## src/rtl/am_tx_pkg.sv

```systemverilog
// Shared constants and the BIP fold helper for the transmit alignment-marker path.
package am_tx_pkg;

    localparam int AM_LANE_N  = 4;
    localparam int AM_BLOCK_W = 66;

    localparam logic [1:0] SYNC_CTRL = 2'b01;
    localparam logic [1:0] SYNC_DATA = 2'b10;

    // M0/M1/M2 per lane, lane 0 first
    localparam logic [7:0] AM_M [0:3][0:2] = '{
        '{8'h90, 8'h76, 8'h47},
        '{8'hF0, 8'hC4, 8'hE6},
        '{8'hC5, 8'h65, 8'h9B},
        '{8'hA2, 8'h79, 8'h3D}
    };

    typedef enum logic {
        ST_AM   = 1'b0,
        ST_DATA = 1'b1
    } am_state_e;

    // Payload bit j lands on BIP bit (j-2)%8; sync bits 0/1 land on BIP bits 3/4.
    function automatic logic [7:0] bip_fold(input logic [AM_BLOCK_W-1:0] blk);
        logic [7:0] r;
        r = '0;
        for (int j = 2; j < AM_BLOCK_W; j++) begin
            r[3'((j - 2) % 8)] ^= blk[j];
        end
        r[3] ^= blk[0];
        r[4] ^= blk[1];
        return r;
    endfunction

endpackage

```

## src/rtl/am_bip_lane_tx.sv

```systemverilog
// Per-lane BIP accumulator and alignment-marker block builder.
module am_bip_lane_tx
    import am_tx_pkg::*;
#(
    parameter int LANE = 0
) (
    input  logic                  clk,
    input  logic                  nreset,
    input  logic [AM_BLOCK_W-1:0] block_i,
    input  logic                  fold_i,
    input  logic                  load_i,
    output logic [AM_BLOCK_W-1:0] marker_o
);

    logic [7:0] acc_q;
    logic [7:0] acc_d;

    assign marker_o = {~acc_q, ~AM_M[LANE][2], ~AM_M[LANE][1], ~AM_M[LANE][0],
                        acc_q,  AM_M[LANE][2],  AM_M[LANE][1],  AM_M[LANE][0],
                        SYNC_CTRL};

    // A marker restarts the period with its own contribution rather than zero.
    always_comb begin
        acc_d = acc_q;
        if (load_i) begin
            acc_d = bip_fold(marker_o);
        end else if (fold_i) begin
            acc_d = acc_q ^ bip_fold(block_i);
        end
    end

    always_ff @(posedge clk) begin
        if (!nreset) begin
            acc_q <= '0;
        end else begin
            acc_q <= acc_d;
        end
    end

endmodule

```

## src/rtl/am_insert_tx.sv

```systemverilog
// Alignment-marker inserter: passes scrambled blocks through and, every AM_GAP
// accepted blocks, stalls upstream for one cycle to emit markers on all lanes.
//
//   state   | meaning
//   --------+-----------------------------------------------------------
//   ST_AM   | upstream stalled; marker goes out on the next cycle
//   ST_DATA | blocks accepted and forwarded; counts toward the next marker
module am_insert_tx
    import am_tx_pkg::*;
#(
    parameter int LANE_N  = 4,
    parameter int BLOCK_W = 66,
    parameter int AM_GAP  = 16383,
    parameter int CNT_W   = $clog2(AM_GAP)
) (
    input  logic                        clk,
    input  logic                        nreset,
    input  logic                        valid_i,
    input  logic [LANE_N*BLOCK_W-1:0]   data_i,
    output logic                        ready_o,
    output logic                        valid_o,
    output logic                        am_v_o,
    output logic [LANE_N*BLOCK_W-1:0]   data_o
);

    if (LANE_N != AM_LANE_N || BLOCK_W != AM_BLOCK_W) begin : g_bad_geometry
        $error("am_insert_tx supports only 4 lanes of 66-bit blocks");
    end
    if (AM_GAP < 2) begin : g_bad_gap
        $error("am_insert_tx needs AM_GAP >= 2");
    end

    localparam logic [CNT_W-1:0] CNT_LAST = CNT_W'(AM_GAP - 1);

    am_state_e                    state_q, state_d;
    logic [CNT_W-1:0]             cnt_q, cnt_d;
    logic                         valid_q, valid_d;
    logic                         am_v_q, am_v_d;
    logic [LANE_N*BLOCK_W-1:0]    data_q, data_d;
    logic [LANE_N*BLOCK_W-1:0]    marker_all;
    logic                         load_am;
    logic                         fold_data;

    assign load_am   = (state_q == ST_AM);
    assign fold_data = (state_q == ST_DATA) && valid_i;

    for (genvar l = 0; l < LANE_N; l++) begin : g_lane
        am_bip_lane_tx #(.LANE(l)) u_bip (
            .clk      (clk),
            .nreset   (nreset),
            .block_i  (data_i[l*BLOCK_W +: BLOCK_W]),
            .fold_i   (fold_data),
            .load_i   (load_am),
            .marker_o (marker_all[l*BLOCK_W +: BLOCK_W])
        );
    end

    always_comb begin
        state_d = state_q;
        cnt_d   = cnt_q;
        valid_d = 1'b0;
        am_v_d  = 1'b0;
        data_d  = data_q;
        unique case (state_q)
            ST_AM: begin
                valid_d = 1'b1;
                am_v_d  = 1'b1;
                data_d  = marker_all;
                cnt_d   = '0;
                state_d = ST_DATA;
            end
            ST_DATA: begin
                valid_d = valid_i;
                if (valid_i) begin
                    data_d = data_i;
                    if (cnt_q == CNT_LAST) begin
                        cnt_d   = '0;
                        state_d = ST_AM;
                    end else begin
                        cnt_d = cnt_q + 1'b1;
                    end
                end
            end
            default: state_d = ST_AM;
        endcase
    end

    always_ff @(posedge clk) begin
        if (!nreset) begin
            state_q <= ST_AM;
            cnt_q   <= '0;
            valid_q <= 1'b0;
            am_v_q  <= 1'b0;
            data_q  <= '0;
        end else begin
            state_q <= state_d;
            cnt_q   <= cnt_d;
            valid_q <= valid_d;
            am_v_q  <= am_v_d;
            data_q  <= data_d;
        end
    end

    assign ready_o = (state_q == ST_DATA);
    assign valid_o = valid_q;
    assign am_v_o  = am_v_q;
    assign data_o  = data_q;

endmodule

```

## config.mk

```make
export PLATFORM = sky130hd
export DESIGN_NAME = am_insert_tx
export DESIGN_NICKNAME = d
export VERILOG_FILES = /design/src/rtl/am_tx_pkg.sv /design/src/rtl/am_bip_lane_tx.sv /design/src/rtl/am_insert_tx.sv
export SDC_FILE = /design/constraint.sdc
export NUM_CORES = 1
export LEC_CHECK = 0
export ABC_CLOCK_PERIOD_IN_PS = 2100
export BUFFER_PORTS_ARGS = -buffer_cell sky130_fd_sc_hd__buf_4
export CORE_AREA = 2 2 209 211
export DETAILED_ROUTE_END_ITERATION = 12
export DIE_AREA = 0 0 211 213
export PLACE_DENSITY = 0.68
export SYNTH_ARGS = -nofsm -noshare
export SYNTH_HDL_FRONTEND = slang
export SYNTH_HIERARCHICAL = 1
export SYNTH_SLANG_ARGS = --single-unit
export TNS_END_PERCENT = 10
```

## constraint.sdc

```tcl
create_clock -name clk -period 2.1 [get_ports clk]
set_clock_uncertainty 0.1 [all_clocks]
set_input_delay 0.42 -clock clk [delete_from_list [all_inputs] [get_ports clk]]
set_output_delay 0.42 -clock clk [all_outputs]
set_load 0.02 [all_outputs]
```

# After elaboration in Yosys (flattened, before gate mapping)
# Cells that the tools add are included.
# totals
register_bits,313
input_bits,267
output_inout_bits,267
word_cells,198
# op_classes
n_addsub,1
n_eq_ne,3
muxes,18
n_bitwise,161
n_reduce_logical,2
# ops
op,count
$pmux 264 s2,1
$mux 264,1
$xor 1x1->1,132
$mux 4,8
$not 8->8,4
$xor 8x5->8,4
$mux 14,2
$pmux 14 s2,1
$not 1->1,21
$add 14x1->14 const B,1
$eq 14x14->1 const B,1
$pmux 1 s2,2
$mux 1,3
$ne 2x1->1 const B,1
$ne 2x2->1 const B,1
$reduce_and 2->1,1
$logic_and 1x1->1,1

# Longest topological paths before layout
# depth
depth_word,11
mapped_depth,8
ltp_nobuf,6

# Hierarchy
# The synthesis kept the hierarchy.
# modules_own_cells
mod,instances,cells_each,area_each_um2,seq_area_each_um2
am_insert_tx,1,1276,12331.8,5625.4
am_bip_lane_tx,4,113,902.1,100.1

# Worst setup path before layout
# Ideal clock, no wire load.
# synth_path
path_type,reg2reg
start,register state_q (netlist: ready_o)
end,register g_lane[0].u_bip.acc_q[3]
setup_time_ns,0.120
arrival_time_ns,1.637
required_ns,1.880
setup_slack_ns,0.243
stages_incl_launch_ff,6
path_buffers,3
synth_period_minus_slack_ns,1.857
path_cell_list,dfxtp_1 > buf_2 > clkbuf_1 > clkbuf_1 > inv_1 > o31a_1
# synth_between
elab_chain_cells,2
word_cells_on_any_way,3
cone_classes,eq/ne: 1; mux: 1; reduce/logical: 1
# synth_rtl
item,line_no,rtl
"start, declared",am_insert_tx.sv:35,"am_state_e state_q, state_d;"
"start signal, assigned",am_insert_tx.sv:96,state_q <= state_d;
$logic_and 1x1->1,am_insert_tx.sv:45,assign fold_data = (state_q == ST_DATA) && valid_i;
$ne 2x1->1 (no line),n/a,
"end signal, assigned",am_bip_lane_tx.sv:34,acc_q <= '0;
"end signal, assigned",am_bip_lane_tx.sv:36,acc_q <= acc_d;
"end, declared",am_bip_lane_tx.sv:15,logic [7:0] acc_q;
# Several ways; a longest one is shown, not always the timed one.
# A chain may end at the register's enable or synchronous reset.

# Worst setup path after layout
# layout_path
start,register state_q (netlist: ready_o)
end,output ready_o
# layout_rtl
item,line_no,rtl
"end, declared",am_insert_tx.sv:20,"output logic ready_o,"
# No word-level cell between the ends.

==> impl.org <==
** Timing
- Final hold slack :: 0.109 ns
- At the pin with the least slew margin, the transition time is between 0.7 and 0.8 ns.
- Relative slew slack :: ~47%
- The final critical path takes up between 90% and 100% of the cycle.
- For the final routed database, the setup TNS stands at 0 ns.
- Min setup slack post-route :: roughly 0.14 ns
- Setup violations remaining at the end of the flow were counted as 0.
- Derived from the worst setup path, the maximum achievable clock frequency is roughly 500 MHz.
- Hold violation total from the final report :: 0
- After layout, the minimum clock period comes to slightly below 2 ns.
- RSZ-0062 raised after global routing :: no
- The number of pins exceeding their max-slew limit in the final report is 0.

** Cells and area
- Area used by sequential logic in the layout :: ~6000 sq um
- The final layout contains about 2500 nets.
- Layout Area Growth over Synthesis :: 31.2%
- The number of antenna diodes in the final layout is 0.
- Filler Cell Count :: 4027
- The multi-input combinational cells in the finished layout cover a total of 8380 sq um.
- After routing the design area is 20900 sq um.
- Share of final-layout standard cells stronger than drive strength 1 :: a little under 30%

** Placed design
- Placed standard-cell area :: 19700 sq um
- At the end of routability-driven placement, the weighted congestion stood at between 0.8 and 0.9.
- Buffers placed on the I/O ports in this run total roughly 530.
- Worst setup slack after placement :: approximately 0.065 ns
- The HPWL after detailed placement is between 30000 and 40000 um.

** Die
- From bottom edge to top edge, the die measures between 200 and 250 um.
- The initial utilization of the core area, before any placement, comes to 37.3%.
- Core area :: 42700 sq um
- Placement Rows :: 76
- The die covers between 40000 and 50000 sq um.
- From left edge to right edge, the die measures about 210 um.
- For this design the top-level I/O count stands at about 530.

** Synthesis
- Most common flop cell mapped by yosys :: sky130_fd_sc_hd__dfxtp_1
- Synth unique cells :: 47
- Share of async-settable or async-resettable flops after synthesis :: 0%
- After technology mapping, the gate count stands at about 1700.
- The Yosys step of the flow raised 6 warnings.
- Average cell area after synthesis :: 9.22 sq um
- Portion of the post-synthesis area used by sequential elements :: 37.8%
- In this run the cell area of the synthesized design comes to roughly 16000 sq um.
- Count of state elements after synthesis :: 301
- In this run, synthesis inferred 0 flip-flops with an integrated enable.

** Power
- VDD sags by at most roughly 0.43 mV.
- Power density over the cells :: roughly 760 nW/um^2
- For this design the static power due to leakage is between 0.009 and 0.01 uW.

** Outcome
- The flow ran to the end, and the final reports show no timing, DRC or antenna violations.

** Setup path
- The worst setup path is captured at an output pin.
- For this run, the slowest stage of the critical path takes 0.45 ns.
- Along the worst path, the maximum fanout reaches 55.
- Req. time, crit path :: between 1.5 and 2 ns
- STA puts the critical path data arrival time at around 1.4 ns.
- For flop-to-flop paths, the worst setup slack is ~0.19 ns.
- CP Class :: reg -> out
- The worst setup path is launched from a register.
- Walking the worst path, the cells encountered are buf_12, buf_4.
- Max stage delay cell, worst path :: sky130_fd_sc_hd__dfxtp_4

** Drt
- Residual antenna-violating net count after detailed routing :: 0
- Final wirelength :: roughly 45000 um
- For this run, the detailed router's first-pass iteration total came to 4.
- In the routed layout, each cell is associated on average with a via count of about 4.6.
- Number of design rule violations left after detail routing :: 0
- Routed via count :: 12900
- DR WL/cell :: 16.1 um
- 1st-iter DRT viols :: ~600

** Clock network
- Maximum buffer depth of the clock tree :: 3
- The clock tree synthesis step divided the H-tree into 2 levels.
- Number of instances resized during post-cts repair :: 2
- Clock transition at path regs :: 0.05 ns
- In this run, post-CTS hold repair placed 0 buffers.
- Buffers added to address setup during post-CTS repair amount to 0.
- The clock net in this run drives a total of 301 sinks.
- The root buffer cell chosen for the clock tree is sky130_fd_sc_hd__clkbuf_16.
- Clock tree from TritonCTS :: built
- Clock network latency to the later pin of the worst-skew pair :: 0.54 ns
- The number of clock buffers added by TritonCTS is 37.

** Min path
- Class of the tightest hold or removal check :: in -> reg

** Global route
- Global route total overflow :: 0
- Via count of the first global-routing pass :: 12900
- Global routing's busiest layer :: met2
- Maximum number of pins on one net before global-route repair :: roughly 140
- The first global-routing pass estimated 69100 um of wire.
- Global routing used approximately a fifth of the available tracks across all layers.
- For met1 alone, demand over resource in global routing was between 20% and 30%.
- The number of antenna violations at the first check in global routing was 0.
- Global routing used roughly a third of the available met2 tracks.
- Met3 Resource Use GR :: ~4%

** Run
- Max-capacitance violation count :: 0
[layout make-up]
class	instances	area share, %
Sequential cell	301	28.8
Clock inverter	11	0.311
Timing Repair Buffer	578	21.7
Clock buffer	53	5.25
Multi-Input combinational cell	1267	40.1
Inverter	29	0.556
Tap cell	546	3.27
[synthesized netlist by cell type, drive strengths merged, types with 3 or more instances]
cell type    n  area (sq um)
xnor2      104           911
nor4         3          18.8
nor3         8          40.0
a21oi       17          85.1
clkbuf      75           282
inv         28           105
xnor3        4          90.1
a211o        3          26.3
a211oi     268          2020
a21o         5          37.5
nand2       11          41.3
dfxtp      301          6030
o21ai       14          70.1
buf        272          1950
nand3        5          25.0
nand2b       6          37.5
and4         6          53.8
o21a         4          30.0
o31a         4          35.0
nand4        4          31.3
conb         8          30.0
xor2        10          87.6
mux2i      264          2640
or3         16           103
nor2       273          1030
[layout by cell type, fill, tap and decap left out, types with 5 or more instances in the layout]
cell type,count
sky130_fd_sc_hd__conb_1,224
sky130_fd_sc_hd__clkbuf_8,7
sky130_fd_sc_hd__a211oi_1,267
sky130_fd_sc_hd__nand2_1,11
sky130_fd_sc_hd__xnor2_1,104
sky130_fd_sc_hd__o21ai_0,14
sky130_fd_sc_hd__nor3_1,8
sky130_fd_sc_hd__buf_4,561
sky130_fd_sc_hd__clkbuf_16,39
sky130_fd_sc_hd__buf_12,16
sky130_fd_sc_hd__nand2b_1,6
sky130_fd_sc_hd__a21oi_1,17
sky130_fd_sc_hd__dfxtp_1,300
sky130_fd_sc_hd__nand3_1,5
sky130_fd_sc_hd__clkinv_2,8
sky130_fd_sc_hd__mux2i_1,264
sky130_fd_sc_hd__or3_1,14
sky130_fd_sc_hd__clkbuf_1,7
sky130_fd_sc_hd__nor2_1,272
sky130_fd_sc_hd__xor2_1,10
sky130_fd_sc_hd__and4_1,5
sky130_fd_sc_hd__inv_1,28
sky130_fd_sc_hd__a21o_1,5
[critical path: cells and delay by family (launching register included)]
family,cells,cell delay (ns)
flops,1,0.45
buf+inv,2,0.44
[registers in the layout (all words and copies together) (netlist names)]
name                count
data_o                264
g_lane.u_bip/acc_q     20
cnt_q                  14
am_v_o                  1
ready_o                 1
valid_o                 1
[report_power, final]
| part | total (uW) | switching [uW] | internal (uW) |
|---|---|---|---|
| logic | 3440 | 1810 | 1630 |
| clock network | 6130 | 2490 | 3630 |
| registers | 6380 | 249 | 6130 |
| total | 15900 | 4550 | 11400 |
[per-layer routing]
layer	vias up	part of all wire [%]
met3	61	5.6
met2	335	49
met5	-	0
met1	5898	43
li1	6580	-
met4	0	2.3
[stage by stage]
| step | util, % | cells | total power [uW] |
|---|---|---|---|
| after floorplan | - | 1944 | 8720 |
| after global placement | 46.2 | 2721 | 9870 |
| after detailed placement | 46.2 | 2721 | 9930 |
| after CTS | 49.0 | 2785 | 16100 |
| after global routing | 49.0 | 2785 | 16700 |
| final | 49.0 | 2785 | 15900 |
[cell families after synthesis]
| logic type | Yosys count | synth area share [%] |
|---|---|---|
| simple gates | 337 | 8.92 |
| flops | 301 | 37.8 |
| compound gates | 322 | 14.8 |
| mux | 264 | 16.6 |
| xor+xnor | 118 | 6.83 |
| other cells | 8 | 0.188 |
| fa+ha+maj | 2 | 0.157 |
| buf+inv | 376 | 14.7 |
[worst paths after layout]
path,end,cells after the start,start
setup / recovery,ready_o,2,ready_o$_SDFF_PN0_
hold / removal,g_lane[3].u_bip/acc_q[3]$_SDFFE_PN0P_,2,nreset
setup reg to reg,cnt_q[3]$_SDFFE_PN0P_,4,cnt_q[10]$_SDFFE_PN0P_
hold reg to reg,data_o[30]$_SDFFE_PN0P_,2,g_lane[0].u_bip/acc_q[4]$_SDFFE_PP0P_
Note: power is estimated with default switching activity, not from simulation.
